--- config.mk ---
export PLATFORM = sky130hd
export DESIGN_NAME = mem_access_unit
export DESIGN_NICKNAME = d
export VERILOG_FILES = /design/src/rtl/mem_access_unit.sv
export SDC_FILE = /design/constraint.sdc
export NUM_CORES = 1
export LEC_CHECK = 0
export CAP_MARGIN = 10
export CORE_MARGIN = 4
export CORE_UTILIZATION = 40
export DETAILED_ROUTE_END_ITERATION = 10
export PLACE_DENSITY = 0.88
export SLEW_MARGIN = 10
export SYNTH_ARGS = -nofsm -noshare
export SYNTH_HDL_FRONTEND = slang
export SYNTH_SLANG_ARGS = --single-unit
--- constraint.sdc ---
create_clock -name clock -period 1.64 [get_ports clock]
set_input_delay 0.328 -clock clock [delete_from_list [all_inputs] [get_ports clock]]
set_output_delay 0.328 -clock clock [all_outputs]
set_load 0.03 [all_outputs]
--- src/rtl/mem_access_unit.sv ---
// Memory-stage bus access unit: turns EX/MEM load/store requests into a registered
// req/ack bus transaction, stalls the pipeline until it completes and formats load data.
module mem_access_unit #(
    parameter int unsigned TIMEOUT_CYCLES = 255
) (
    input  logic        clock,
    input  logic        reset,
    input  logic [31:0] O_outEXMEM,
    input  logic [31:0] o_RT_DataEXMEM,
    input  logic        re_inEXMEM,
    input  logic        we_inEXMEM,
    input  logic [1:0]  size_inEXMEM,
    input  logic        lhunsigned_outEXMEM,
    input  logic        lhsigned_outEXMEM,
    input  logic        lbunsigned_outEXMEM,
    input  logic        lbsigned_outEXMEM,
    output logic        mem_req,
    output logic        mem_we,
    output logic [31:0] mem_addr,
    output logic [31:0] mem_wdata,
    output logic [3:0]  mem_be,
    input  logic        mem_ack,
    input  logic [31:0] mem_rdata,
    output logic        stall,
    output logic [31:0] load_data,
    output logic        load_valid,
    output logic        access_err
);

    typedef enum logic [1:0] {ST_IDLE, ST_WAIT, ST_DONE} state_t;

    localparam logic [1:0] SZ_HALF = 2'b01;
    localparam logic [1:0] SZ_BYTE = 2'b10;
    localparam logic [7:0] WAIT_LAST = 8'(TIMEOUT_CYCLES - 1);

    state_t      state_q, state_d;
    logic [7:0]  cnt_q, cnt_d;
    logic        req_q, req_d, we_q, we_d, valid_q, valid_d, err_q, err_d;
    logic [31:0] addr_q, addr_d, wdata_q, wdata_d, ldata_q, ldata_d;
    logic [3:0]  be_q, be_d;
    logic [1:0]  lo_q, lo_d, sz_q, sz_d;
    logic        sext_q, sext_d;

    logic access, is_half, is_byte, is_word, misaligned;
    logic unused_ext;

    // Unsigned selects only restate the default zero extension.
    assign unused_ext = lhunsigned_outEXMEM ^ lbunsigned_outEXMEM;

    assign access     = re_inEXMEM | we_inEXMEM;
    assign is_half    = (size_inEXMEM == SZ_HALF);
    assign is_byte    = (size_inEXMEM == SZ_BYTE);
    assign is_word    = !is_half && !is_byte;
    assign misaligned = (is_half && O_outEXMEM[0]) || (is_word && (O_outEXMEM[1:0] != 2'b00));

    assign stall = ((state_q == ST_IDLE) && access) || (state_q == ST_WAIT);

    function automatic logic [31:0] fmt_load(input logic [31:0] rd, input logic [1:0] lo,
                                             input logic [1:0] sz, input logic sext);
        logic [7:0]  b;
        logic [15:0] h;
        b = rd[{lo, 3'b000} +: 8];
        h = lo[1] ? rd[31:16] : rd[15:0];
        case (sz)
            SZ_BYTE: return {{24{sext & b[7]}}, b};
            SZ_HALF: return {{16{sext & h[15]}}, h};
            default: return rd;
        endcase
    endfunction

    always_comb begin
        // NOTE: every variable gets a default first, so no path can infer a latch.
        state_d = state_q;
        cnt_d   = cnt_q;
        req_d   = req_q;
        we_d    = we_q;
        addr_d  = addr_q;
        wdata_d = wdata_q;
        be_d    = be_q;
        ldata_d = ldata_q;
        valid_d = 1'b0;
        err_d   = 1'b0;
        lo_d    = lo_q;
        sz_d    = sz_q;
        sext_d  = sext_q;

        unique case (state_q)
            ST_IDLE: begin
                if (access) begin
                    lo_d   = O_outEXMEM[1:0];
                    sz_d   = size_inEXMEM;
                    sext_d = is_byte ? lbsigned_outEXMEM : (is_half && lhsigned_outEXMEM);
                    if (misaligned) begin
                        state_d = ST_DONE;
                        valid_d = 1'b1;
                        err_d   = 1'b1;
                    end else begin
                        state_d = ST_WAIT;
                        cnt_d   = 8'd0;
                        req_d   = 1'b1;
                        we_d    = we_inEXMEM;
                        addr_d  = {O_outEXMEM[31:2], 2'b00};
                        if (is_word) begin
                            be_d    = 4'b1111;
                            wdata_d = o_RT_DataEXMEM;
                        end else if (is_half) begin
                            be_d    = O_outEXMEM[1] ? 4'b1100 : 4'b0011;
                            wdata_d = {2{o_RT_DataEXMEM[15:0]}};
                        end else begin
                            be_d    = 4'b0001 << O_outEXMEM[1:0];
                            wdata_d = {4{o_RT_DataEXMEM[7:0]}};
                        end
                    end
                end
            end
            ST_WAIT: begin
                if (mem_ack) begin
                    state_d = ST_DONE;
                    req_d   = 1'b0;
                    valid_d = 1'b1;
                    ldata_d = we_q ? 32'd0 : fmt_load(mem_rdata, lo_q, sz_q, sext_q);
                end else if (cnt_q == WAIT_LAST) begin
                    state_d = ST_DONE;
                    req_d   = 1'b0;
                    valid_d = 1'b1;
                    err_d   = 1'b1;
                    ldata_d = 32'd0;
                end else begin
                    cnt_d = cnt_q + 8'd1;
                end
            end
            ST_DONE: state_d = ST_IDLE;
            default: state_d = ST_IDLE;
        endcase
    end

    always_ff @(posedge clock or negedge reset) begin
        if (!reset) begin
            state_q <= ST_IDLE;
            cnt_q   <= 8'd0;
            req_q   <= 1'b0;
            we_q    <= 1'b0;
            addr_q  <= 32'd0;
            wdata_q <= 32'd0;
            be_q    <= 4'b0000;
            ldata_q <= 32'd0;
            valid_q <= 1'b0;
            err_q   <= 1'b0;
            lo_q    <= 2'b00;
            sz_q    <= 2'b00;
            sext_q  <= 1'b0;
        end else begin
            // NOTE: non-blocking assignments so every register samples pre-edge values.
            state_q <= state_d;
            cnt_q   <= cnt_d;
            req_q   <= req_d;
            we_q    <= we_d;
            addr_q  <= addr_d;
            wdata_q <= wdata_d;
            be_q    <= be_d;
            ldata_q <= ldata_d;
            valid_q <= valid_d;
            err_q   <= err_d;
            lo_q    <= lo_d;
            sz_q    <= sz_d;
            sext_q  <= sext_d;
        end
    end

    assign mem_req    = req_q;
    assign mem_we     = we_q;
    assign mem_addr   = addr_q;
    assign mem_wdata  = wdata_q;
    assign mem_be     = be_q;
    assign load_data  = ldata_q;
    assign load_valid = valid_q;
    assign access_err = err_q;

endmodule

==> impl_metrics.ini <==
[power]
switching_share_pct = 41.3
cellPowerDensity_nw_per_um2 = 1990
power.internal_mw = 10.9
power.switching_mw = 7.68
power_leakage_nw = 4.47
clockPowerShare_pct = 20.4
peakVddDrop_mv = 1.14
seqPwrFrac_pct = 26.6
p_comb_share_pct = 53.0

[layout]
area_growth_pct = 72.2
nNetsFinal = 865
drive_gt1_share_pct = 28.0
diodes = 0
fill_cells = 939
final_area_um2 = 9330
fin_util_pct = 70.4
fin_cells = 941

[detailed_routing]
drt-wirelength-per-cell_um = 21.3
drt-total-wl_um = 20000
vias_per_cell = 5.61
drt-initial-drc-count = 489
first_pass_iters = 6
ant_nets = 0
drc_errors = 0
dr_total_vias = 5277

[timing]
hold_ws_ns = 0.00647
fin_skew_ns = 0.00701
setup_violations = 86
grt_setup_unrepaired = true
max_freq_ghz = 0.584
slew_viol_final = 0
maxSlewHeadroom_pct = 58.1
worstMarginPinSlew_ns = 0.628
layout_setup_ws_ns = -0.0717
period_share_pct = 104
period_needed_ns = 1.71
hold_viol = 0

[worst_setup_path]
cp.required_ns = 1.96
start_kind = register
critPathCaptureType = register
critPathMaxFanout = 5
r2r-start = state_q[0]
setup.worst_path.start = state_q[0]
crit_type = register to register
cp.arrival_ns = 2.03

[synthesis]
synth.most_common_cell = dfrtp_1
yosys-top-cells-count = dfrtp_1 (117), nand2_1 (56), mux2_2 (48)
synth_area_um2 = 5420
yosysTopAreaCellShare_pct = 54.1
avgSynthCellArea_um2 = 11.3
synth_area_leaders = dfrtp_1 (54%), mux2_2 (10%), mux2i_1 (4.4%), a221o_1 (4.3%), o21ai_0 (4.0%)
synth-edff-count = 0
yosysUniqueCellTypes = 50
async_flop_share_pct = 100
ys_ff_latch = 117
yosys.area.top_type = dfrtp_1
synth.yosys.seq_area_share_pct = 54.1
postSynthCellCount = 480
synth_ff_type = dfrtp_1
yosys_warnings = 0

[run_status]
violations = negative setup slack
outcome = complete, but fails checks

[global_routing]
track_usage_pct = 22.9
grt_pass1_wl_um = 28300
antenna_found_initial = 0
grt_max_degree = 118
grt_pass1_vias = 5414
grt_overflow = 0

[floorplanning]
die-width_um = 124
placementRows = 42
core_um2 = 13200
io_pins = 212
die_y_um = 124
dieArea_um2 = 15500
initial_core_util_pct = 40.9

[cts]
htreeDepth = 4
cts_buffer_depth = 2
cts_made_buffers = 17
clk_pin_slew_ns = 0.05
cts.sinks = 117
cts_tree = yes
clk-insertion-delay-late_ns = 0.41
cts_root_buffer = clkbuf_16

[place]
place_inst = 888
portBuffers = 207
routabilityCongestion = 0.967
place.detailed.hpwl_um = 12800
post_dp_cell_area_um2 = 8230

[hold_path]
hold_class = input pin to async pin

[flow_run]
cap_violations = 0
## per-stage QoR
stage / total power, mW / setup slack (ns) / TNS (ns)
floorplan: 10.1 / -0.0223 / -0.847
global placement: 13.8 / -0.675 / -55.47
detailed placement: 14.1 / -0.742 / -61.71
CTS: 17.7 / -0.116 / -0.910
global route: 19.3 / -0.126 / -5.34
finish: 18.6 / -0.0717 / -3.25
## critical path, cell delays in order (launching register included)
cell and delay (ns):
dfrtp_1 0.41, buf_6 0.13, buf_6 0.11, nor2_4 0.15, o21ai_1 0.11, buf_4 0.17, or4_4 0.47, o221ai_2 0.07
## worst paths after layout
check,endpoint,slack [ns],cells past startpoint
worst min register to register,mem_req,0.48,1
worst max register to register,mem_be[1],-0.07,7
min in group clock,sz_q[0],0.34,3
max in group asynchronous,mem_wdata[26],1.17,2
worst max-delay path,mem_be[1],-0.07,7
worst min-delay path,load_data[0],0.006,2
## sequential cells by signal, indices dropped and copies added, names as in the netlist
name,count
sext_q,1
mem_wdata,32
mem_be,4
state_q,2
load_valid,1
mem_addr,30
lo_q,2
sz_q,2
cnt_q,8
mem_req,1
access_err,1
load_data,32
mem_we,1
## routing by layer
layer	share of wire, %	vias up	global-route usage (%)
met2	51	329	39.8
met5	0	-	0
li1	-	2290	-
met1	37	2579	25.6
met4	4.0	0	9.99
met3	8.1	79	7.42
## cell usage in the layout, fill, tap and decap left out, types with 5 or more instances in the layout
cell type	Yosys	layout
buf_4	6	53
nand2_1	56	54
mux2_2	48	8
dlygate4sd2_1	0	105
a21o_1	9	9
mux2_4	0	40
inv_1	11	7
a21oi_1	28	18
a221o_1	23	23
a21oi_4	0	5
a21oi_2	1	6
clkdlybuf4s50_1	0	99
o21ai_0	43	26
mux2i_1	24	24
clkbuf_16	0	21
clkinvlp_4	0	6
o21ai_2	0	8
buf_12	0	6
o21ai_1	2	10
dfrtp_1	117	117
o211ai_1	10	10
nor2_1	19	15
buf_6	1	14
## final cells by class
type                            count  area, um^2  share of cell area [%]
Clock buffer                       19         453                    4.86
Clock inverter                     13         156                    1.68
Inverter                           11        52.6                   0.564
Multi-Input combinational cell    320        2730                    29.3
Sequential cell                   117        2930                    31.4
Tap cell                          176         220                    2.36
Timing Repair Buffer              285        2790                    29.9
## what timing repair did
action,CTS,global route
endpoints found under the setup margin,206,43
gates cloned,3,5
resized for setup,135,66
pin swaps,8,16
hold buffers,0,0
buffers inserted,9,9
## kinds of logic (layout without fill, tap and decap cells)
group                      count (synthesis)  count (layout)  share of synthesized area, %
xor gates and xnor gates                   3               3                         0.485
muxes                                     73              73                          14.8
AOI/OAI and AO/OA                        134             134                          16.8
and+or+nand+nor                          101             102                          8.34
other                                      1               2                        0.0692
DFF                                      117             117                          54.1
buffers and inverters                     45             328                          4.00
adders and majority gates                  6               6                          1.39
## power groups by stage
stage	Combinational, mW	Sequential, mW	Clock, mW
6_report	9.86	4.94	3.78
5_1_grt	10.3	5.07	3.98
4_1_cts	8.94	4.89	3.85
3_5_place_dp	9.15	4.93	0
3_3_place_gp	8.87	4.90	0
2_1_floorplan	3.08	7.04	0
Note: power is estimated with default switching activity, not from simulation.
